[config.mk]
export PLATFORM = sky130hd
export DESIGN_NAME = param_init_counter
export DESIGN_NICKNAME = d
export VERILOG_FILES = /design/src/rtl/param_init_counter.sv
export SDC_FILE = /design/constraint.sdc
export NUM_CORES = 1
export LEC_CHECK = 0
export BUFFER_PORTS_ARGS = -buffer_cell sky130_fd_sc_hd__buf_2
export CAP_MARGIN = 30
export CORE_ASPECT_RATIO = 0.9
export CORE_MARGIN = 2
export CORE_UTILIZATION = 40
export DETAILED_ROUTE_END_ITERATION = 8
export PLACE_DENSITY = 0.75
export SYNTH_ARGS = -nofsm -noshare
export SYNTH_HDL_FRONTEND = slang
export SYNTH_SLANG_ARGS = --single-unit
[constraint.sdc]
create_clock -name clk -period 4.7 [get_ports clk]
set_clock_uncertainty 0.2 [all_clocks]
set_input_delay 0.235 -clock clk [delete_from_list [all_inputs] [get_ports clk]]
set_output_delay 0.235 -clock clk [all_outputs]
set_load 0.02 [all_outputs]
[src/rtl/param_init_counter.sv]
// Parameterised up-counter with wrap, saturate and oneshot modes.
// Includes a load strobe, a terminal-count pulse and oneshot busy/done status.
module param_init_counter #(
    parameter int          WIDTH    = 32,
    parameter logic [31:0] INIT_VAL = 32'd0,
    parameter int          STEP_W   = 8
) (
    input  logic              clk,
    input  logic              reset,
    input  logic              io_en,
    input  logic              io_load,
    input  logic [WIDTH-1:0]  io_load_val,
    input  logic [STEP_W-1:0] io_step,
    input  logic [WIDTH-1:0]  io_limit,
    input  logic [1:0]        io_mode,
    input  logic              io_start,
    output logic [WIDTH-1:0]  io_out,
    output logic              io_tc,
    output logic              io_busy,
    output logic              io_done
);

    localparam logic [WIDTH-1:0] INIT_W = INIT_VAL[WIDTH-1:0];

    typedef enum logic [1:0] {
        S_IDLE = 2'd0,
        S_RUN  = 2'd1,
        S_DONE = 2'd2
    } state_t;

    state_t           r_state;
    state_t           w_state_nxt;
    logic [WIDTH-1:0] r_cnt;
    logic [WIDTH-1:0] w_cnt_nxt;
    logic             r_tc;
    logic             w_tc_nxt;
    logic [WIDTH:0]   w_sum;
    logic             w_hit;
    logic             w_over;

    // Wrap folds the overshoot back past zero exactly once; modulo 2^WIDTH
    // arithmetic on the low bits gives the same result as the WIDTH+1 form.
    function automatic logic [WIDTH-1:0] wrap_fn(input logic [WIDTH-1:0] sum_lo,
                                                 input logic [WIDTH-1:0] lim,
                                                 input logic             over);
        return over ? (sum_lo - lim - WIDTH'(1)) : sum_lo;
    endfunction

    function automatic logic [WIDTH-1:0] sat_fn(input logic [WIDTH-1:0] sum_lo,
                                                input logic [WIDTH-1:0] lim,
                                                input logic             over);
        return over ? lim : sum_lo;
    endfunction

    assign w_sum  = {1'b0, r_cnt} + {{(WIDTH + 1 - STEP_W){1'b0}}, io_step};
    assign w_hit  = (w_sum >= {1'b0, io_limit});
    assign w_over = (w_sum >  {1'b0, io_limit});

    always_comb begin
        w_cnt_nxt   = r_cnt;
        w_state_nxt = (io_mode == 2'd2) ? r_state : S_IDLE;
        w_tc_nxt    = 1'b0;
        if (io_load) begin
            w_cnt_nxt   = io_load_val;
            w_state_nxt = S_IDLE;
        end else if (io_mode == 2'd2) begin
            if (io_start && (r_state != S_RUN)) begin
                w_cnt_nxt   = INIT_W;
                w_state_nxt = S_RUN;
            end else if ((r_state == S_RUN) && io_en) begin
                w_tc_nxt = w_hit;
                if (w_hit) begin
                    w_cnt_nxt   = io_limit;
                    w_state_nxt = S_DONE;
                end else begin
                    w_cnt_nxt = w_sum[WIDTH-1:0];
                end
            end
        end else if (io_en) begin
            w_tc_nxt  = w_hit;
            w_cnt_nxt = (io_mode == 2'd1) ? sat_fn(w_sum[WIDTH-1:0], io_limit, w_over)
                                          : wrap_fn(w_sum[WIDTH-1:0], io_limit, w_over);
        end
    end

    always_ff @(posedge clk) begin
        if (reset) begin
            r_cnt   <= INIT_W;
            r_state <= S_IDLE;
            r_tc    <= 1'b0;
        end else begin
            r_cnt   <= w_cnt_nxt;
            r_state <= w_state_nxt;
            r_tc    <= w_tc_nxt;
        end
    end

    assign io_out  = r_cnt;
    assign io_tc   = r_tc;
    assign io_busy = (r_state == S_RUN);
    assign io_done = (r_state == S_DONE);

endmodule
# After elaboration in Yosys (flattened, before gate mapping)
# Cells that the tools add are included.
[op_classes] n_mux=18 n_reduce_logical=5 n_eq_ne=6 n_lt_le_gt_ge=2 add_sub_neg=3
[op_table] cell="32-bit two-way mux" count=9
[op_table] cell="32-bit by 8-bit adder with 33-bit output" count=1
[op_table] cell="33-bit by 32-bit greater-or-equal comparator with 1-bit output" count=1
[op_table] cell="33-bit by 32-bit greater-than comparator with 1-bit output" count=1
[op_table] cell="32-bit by 1-bit subtractor with 32-bit output (second input constant)" count=1
[op_table] cell="32-bit subtractor" count=1
[op_table] cell="2-bit two-way mux" count=5
[op_table] cell="2-bit by 1-bit == test with 1-bit output (second input constant)" count=2
[op_table] cell="2-bit == test (second input constant)" count=2
[op_table] cell="1-bit two-way mux" count=4
[op_table] cell="4-bit by 2-bit != test with 1-bit output (second input constant)" count=1
[op_table] cell="3-bit nonzero test" count=1
[op_table] cell="1-bit logical AND" count=2
[op_table] cell="2-bit by 1-bit != test with 1-bit output (second input constant)" count=1
[op_table] cell="2-bit AND reduction" count=1
[op_table] cell="2-bit OR reduction" count=1
[word_totals] in_bits=79 reg_bits=35 wordCells=37

# Longest topological paths before layout
# Gate-level depths: netlist of run 1.
[logic_depth] ltp_word=8 mapped_depth=23 mapped_depth_nobuf=21

# Worst setup path after synthesis of run 1
# OpenSTA, ideal clock, no wires.
[synth_timing] kind="reg-to-reg" start="register r_cnt[0], in the netlist io_out[0]" end="register r_cnt[31], in the netlist io_out[31]" slack_ns=-0.025 path_buffers=0 t_required_ns=4.378 path_stages_with_launch=20 setup_ns=0.122 t_arrival_ns=4.403 path_cell_list="dfxtp_1 -> ha_1 -> fa_1 -> a21oi_1 -> nand4b_1 -> and3_1 -> nor2_1 -> and3_1 -> xor2_1 -> ha_1 -> a21oi_1 -> o211ai_1 -> a31o_2 -> o21bai_1 -> a21boi_0 -> o21ai_1 -> a2111o_1 -> a31oi_1 -> o221ai_1 -> o311a_1"
[synth_via] elab_chain_len=8 word_cells_on_any_way=14 cone_classes="add/sub (3); order compare (2); mux (9)"
[synth_lines] item="start: declaration" line="33" rtl="logic [WIDTH-1:0] r_cnt;"
[synth_lines] item="start signal: assignment" line="92" rtl="r_cnt <= w_cnt_nxt;"
[synth_lines] item="32-bit by 8-bit adder with 33-bit output (*)" line="55" rtl="assign w_sum = {1'b0, r_cnt} + {{(WIDTH + 1 - STEP_W){1'b0}}, io_step};"
[synth_lines] item="32-bit subtractor" line="46" rtl="return over ? (sum_lo - lim - WIDTH'(1)) : sum_lo;"
[synth_lines] item="32-bit by 1-bit subtractor with 32-bit output" line="46"
[synth_lines] item="32-bit two-way mux" line="46"
[synth_lines] item="32-bit two-way mux" line="81" rtl="w_cnt_nxt = (io_mode == 2'd1) ? sat_fn(w_sum[WIDTH-1:0], io_limit, w_over)"
[synth_lines] item="32-bit two-way mux" line="79" rtl="end else if (io_en) begin"
[synth_lines] item="32-bit two-way mux (*)" line="66" rtl="end else if (io_mode == 2'd2) begin"
[synth_lines] item="32-bit two-way mux (*)" line="63" rtl="if (io_load) begin"
# Mark *: on every way between the ends. The rest lies on a longest branch, timed or not. The select of a mux whose other input is x is not followed.
# A chain may end at the register's enable or synchronous reset.

# Worst setup path after layout of run 1
[layout_timing] start="register r_cnt[0], in the netlist io_out[0]" end="register r_cnt[4], in the netlist io_out[4]"
# Same word-level chain as after synthesis.

==> flow_summary.ini, run 1 <==
[clock_network]
cts_tree = done
cts_sinks = 35
clk_latency_ns = 0.29
h-tree-depth = 2
clk_path_buf_depth = 2
cts_root_buf = clkbuf_16
numCtsBuffers = 5
cts.clk_slew.worst_paths_ns = 0.06

[setup_path]
cp-start-kind = flip-flop
cp.arrival_ns = 4.83
worstRegToRegCells = 26
r2r-end = io_out[4]
end_kind = flip-flop
rr_startpoint = io_out[0]
r2r_slack_ns = -0.13
crit_required_ns = 4.70
setup.worst_path.class = flip-flop to flip-flop
path_max_fanout = 6

[synthesis]
async_reset_ff_frac = 0
synth_nets = 992
synth-xor-area-share = 0.0787
synth-compound-area-share = 0.358
syn_area_per_cell_um2 = 6.65
synth_top_area_cell = dfxtp_1
synth_edf_count = 0
ys_warn_count = 0
synthCells = 870
yosysSeqAreaShare = 0.121
synth-simple-area-share = 0.242
synth-seq-cells = 35
synth_top_family_by_area = compound AO/OA/AOI/OAI gates
synthDistinctLibCells = 66
ys_top_cells_by_area = dfxtp_1 12%, ha_1 8.9%, a21oi_1 7.4%
synthTopCellsByCount = 93 x nor2_1, 85 x a21oi_1, 74 x nand2_1
synth_ff_type = dfxtp_1
yosys.area.top_type_share = 0.121
synthAdderAreaFrac = 0.0956
syn-cell-area_mm2 = 0.00579
muxShareOfSynthArea = 0.0158
yosys.cell_count.top_type = nor2_1

[grt]
grt.overflow.total = 0
grt_antenna_before_repair = 0
grt_pass1_vias = 7047
grt_pass1_wl_um = 37800
grtUsageTotal = 0.309
grt_max_degree = 70

[job]
max_cap_violations = 0

[floorplanning]
initial_core_util = 0.412
fp.coreArea_mm2 = 0.0141
die_w_um = 131
num_io_pins = 114
die_height_um = 118
die-area_mm2 = 0.0154
num_rows = 41

[sta]
rsz0062_at_grt = true
finalWorstSetupSlack_ns = -0.134
slew_violations = 0
max-slew-margin-rel = 0.369
max_freq_ghz = 0.207
setup_viol = 17
period_share = 1.03
period_minus_slack_ns = 4.83
worstMarginPinSlew_ns = 0.946
holdWs_ns = 0.0236
hold_viol_final = 0

[power_and_ir_drop]
seq_power_share = 0.161
p_per_area_mw_per_mm2 = 260
switchingPower_mw = 1.02
p_sw_frac = 0.462
p_total_mw = 2.22
p_leak_nw = 3.95
p_clk_frac = 0.156
p_comb_frac = 0.683
internal_power_mw = 1.19
irDropWorstVdd_mv = 0.165

[hold_path]
min_path_type = input port to flip-flop
hold_end = r_state[0]
whs_path_depth = 2
hold_start = io_en

[cells_and_area]
syn_to_final_growth_pct = 47.4
diodes = 0
drive_gt1_frac = 0.368
nets = 1228

[drt]
drc = 0
via_count = 8112
wl_um = 25800
wl_per_cell_um = 19.9
drtAntennaViolNets = 0
drt_pass1_iterations = 7
vias_per_cell = 6.24
dr.first_iter.drc_count = 1191

[outcome]
status = finished with violations
violations = negative setup slack

[place]
place.gp.congestion = 0.977
hpwl_um = 18400
port_buffers = 113
[flip-flops by register name, summed over array words and instances (netlist names)]
signal	count
io_tc	1
r_state	2
io_out	32
[metal layers]
layer / vias to the layer above / wire, um / global-route usage
met5: - / 0 / 0
met4: 0 / 552 / 0.0645
met3: 71 / 3760 / 0.0786
met2: 713 / 10800 / 0.435
met1: 3664 / 10700 / 0.469
li1: 3664 / - / -
[power groups by stage]
stage,Clock [mW],Combinational (mW),Sequential [mW]
4_1_cts,0.343,1.30,0.353
3_5_place_dp,0,1.23,0.358
5_1_grt,0.354,1.60,0.360
2_1_floorplan,0,0.719,0.386
6_report,0.345,1.51,0.358
3_3_place_gp,0,1.22,0.357
[per-stage QoR]
stage               TNS (ns)   util  setup WS, ns  cell area, um2  cells
floorplan            -0.0179      -       -0.0179            5790    870
global placement       -3.00  0.529        -0.350            7430   1260
detailed placement     -4.84  0.529        -0.373            7430   1260
CTS                  -0.0322  0.558       -0.0322            7840   1275
global route           -4.85  0.607        -0.268            8530   1299
finish                -0.934  0.607        -0.134            8530   1299
[cells in the final DEF, fill, tap and decap left out, drive strengths merged, types with 18 or more instances in the layout]
cell / n
a211oi: 19
a21oi: 85
a31oi: 18
buf: 289
dfxtp: 35
ha: 41
inv: 62
nand2: 74
nand3: 27
nand4: 18
nor2: 93
nor3: 25
o211ai: 25
o21ai: 57
xnor2: 35
[logic make-up (layout without fill, tap and decap cells)]
kind of cell             after synthesis  after routing
AO/OA/AOI/OAI                        313            313
XOR/XNOR                              52             52
adder cells (fa/ha/maj)               43             43
buffers and inverters                123            359
flip-flops                            35             35
multiplexers                           9              9
AND/OR/NAND/NOR                      295            295
[critical path: stages (launching register included)]
cell	delay (ns)
dfxtp_2	0.34
ha_4	0.16
fa_2	0.36
a21oi_2	0.15
nand4b_1	0.15
and3_4	0.24
nor2_4	0.07
buf_4	0.17
nand2_1	0.07
nor2_1	0.06
xnor2_1	0.27
inv_2	0.12
ha_4	0.24
a21o_1	0.21
a21oi_2	0.19
nand2_2	0.10
a221oi_4	0.33
o21ai_4	0.13
a32oi_4	0.29
buf_6	0.18
buf_6	0.12
buf_6	0.10
buf_6	0.09
nand2_2	0.05
o21ai_2	0.09
a21oi_2	0.07
nor3_1	0.21
[worst max-delay path by stage]
stage / from / to / cells after the start
2_1_floorplan: io_out[0] / io_out[31] / 19
3_3_place_gp: io_out[0] / io_out[28] / 20
3_5_place_dp: io_out[0] / io_out[28] / 20
4_1_cts: io_out[0] / io_out[28] / 20
5_1_grt: io_out[0] / io_out[3] / 23
6_report: io_out[0] / io_out[4] / 26
[what timing repair did]
| action | in CTS | in global routing |
|---|---|---|
| gates cloned | 0 | 1 |
| gates resized for setup | 39 | 128 |
| setup endpoints to repair | 32 | 33 |
| setup buffers | 8 | 25 |
| hold buffers | 0 | 0 |
| hold endpoints to repair | 0 | 0 |
| pin swaps | 14 | 80 |
[cell type report]
cell class | count | area, um2
Sequential cell | 35 | 704
Clock inverter | 1 | 5.00
Fill cell | 1207 | 5530
Multi-Input combinational cell | 712 | 5220
Timing Repair Buffer | 289 | 1980
Tap cell | 193 | 241
Clock buffer | 6 | 139
Inverter | 63 | 236
Power figures use the tool's default switching activity.
==> run 2: changes to the inputs <==
PLACE_DENSITY = 0.73   (was 0.75)
clock period = 5.21 ns   (was 4.7 ns; I/O delays follow)
==> run 2 against run 1 <==
  * The run now ends clean
  * Sequential power fell by 8.7%
  * Die area unchanged
  * Register-to-register slack gained 0.32 ns
  * First-iteration DRC count up 1.2%
  * Critical endpoint is now io_out[24]
  * Largest cell class unchanged
==> flow_summary.ini, run 2 (synthesis results as in run 1) <==
[drt]
vias_per_cell = 6.19
drtAntennaViolNets = 0
wl_um = 22000
dr.first_iter.drc_count = 1205
wl_per_cell_um = 18.9
drt_pass1_iterations = 8
via_count = 7206
drc = 0

[grt]
grt_pass1_wl_um = 34200
grt_antenna_before_repair = 0
grt_max_degree = 70
grtUsageTotal = 0.277
grt.overflow.total = 0
grt_pass1_vias = 6336

[setup_path]
rr_startpoint = io_out[3]
end_kind = flip-flop
path_max_fanout = 12
cp-start-kind = flip-flop
crit_required_ns = 5.19
startpoint = io_out[3]
setup.worst_path.class = flip-flop to flip-flop
r2r_slack_ns = 0.19
r2r-end = io_out[24]
worstRegToRegCells = 19
cp.arrival_ns = 5.00
crit_end = io_out[24]

[sta]
max-slew-margin-rel = 0.377
max_freq_ghz = 0.199
period_share = 0.964
period_minus_slack_ns = 5.02
hold_viol_final = 0
worstMarginPinSlew_ns = 0.932
finalWorstSetupSlack_ns = 0.189
setup_tns_ns = 0
setup_viol = 0
slew_violations = 0
holdWs_ns = 0.0322

[place]
port_buffers = 113
hpwl_um = 17000
pre_cts_ws_ns = 0.0235
dp_cells = 1153
place.gp.congestion = 0.964
placed_area_mm2 = 0.00663

[clock_network]
cts_sinks = 35
clk_latency_ns = 0.29
h-tree-depth = 2
cts_tree = done
numCtsBuffers = 5
clk_path_buf_depth = 2
cts_hold_buf = 0
cts_root_buf = clkbuf_16
cts.clk_slew.worst_paths_ns = 0.06

[outcome]
status = finished clean

[floorplanning]
die_height_um = 118
initial_core_util = 0.412
fp.coreArea_mm2 = 0.0141
die-area_mm2 = 0.0154
num_rows = 41
die_w_um = 131
num_io_pins = 114

[cells_and_area]
syn_to_final_growth_pct = 22.3
largest_register_ffs = 32
final_cell_mix = 113 x buf_2, 92 x nor2_1, 84 x a21oi_1
final_util = 0.503
drive_gt1_frac = 0.214
final_design_area_no_fill_mm2 = 0.00707
final_cells = 1165
nets = 1093
diodes = 0
final_common_cell = buf_2

[power_and_ir_drop]
irDropWorstVdd_mv = 0.126
p_leak_nw = 3.25
p_total_mw = 1.69
p_per_area_mw_per_mm2 = 239

[hold_path]
min_path_type = input port to flip-flop

[job]
max_cap_violations = 0
## run 2: changes by cell type in the layout (fill, tap and decap cells not counted), sizes merged
cell	change
buf	-135
clkbuf	+2
clkinv	-1
## run 2: layout make-up
cell class	instances	area (um2)
sequential	35	701
timing repair buffer	154	915
tap	193	241
fill	1417	6980
clock buffer	8	156
multi-input combinational	712	4820
inverter	63	236
## run 2: timing repair
| action | in CTS | in global routing |
|---|---|---|
| pin swaps | 0 | 4 |
| gates resized for setup | 1 | 47 |
| endpoints found under the setup margin | 1 | 32 |
| setup buffers | 0 | 4 |
| endpoints found under the hold margin | 0 | 0 |
## run 2: routing by layer
metal / part of all wire / up-vias / global-route usage
met3: 0.13 / 33 / 0.0491
met4: 0.013 / 0 / 0.0612
met2: 0.40 / 502 / 0.382
met5: 0 / - / 0
li1: - / 3398 / -
met1: 0.46 / 3273 / 0.439
## run 2: report_power, final
group	total (mW)	internal (mW)	switching (mW)	leakage (nW)
logic	1.04	0.412	0.629	2.88
clock network	0.323	0.204	0.120	0.0772
registers	0.327	0.291	0.0360	0.290
total	1.69	0.907	0.785	3.25
## run 2: worst min path at each step
stage	from	end	cells after the start
2_1_floorplan	io_en	r_state[0]	1
3_3_place_gp	io_en	r_state[0]	2
3_5_place_dp	io_en	r_state[0]	2
4_1_cts	io_en	r_state[0]	2
5_1_grt	io_en	r_state[0]	2
6_report	io_en	r_state[0]	2
## run 2: critical path, cell delays in order (launching register included)
cell	delay, ns
dfxtp_1	0.33
ha_1	0.34
o21ai_0	0.16
o21ai_0	0.31
nand3_1	0.15
nand2_2	0.19
and2_1	0.26
nand4_1	0.13
xnor2_1	0.21
ha_2	0.46
nand4_1	0.21
nand2_1	0.19
nand3_1	0.21
o21ai_2	0.26
a32o_2	0.30
buf_4	0.22
nor2_1	0.07
a221oi_1	0.33
o221ai_1	0.24
o311a_1	0.15
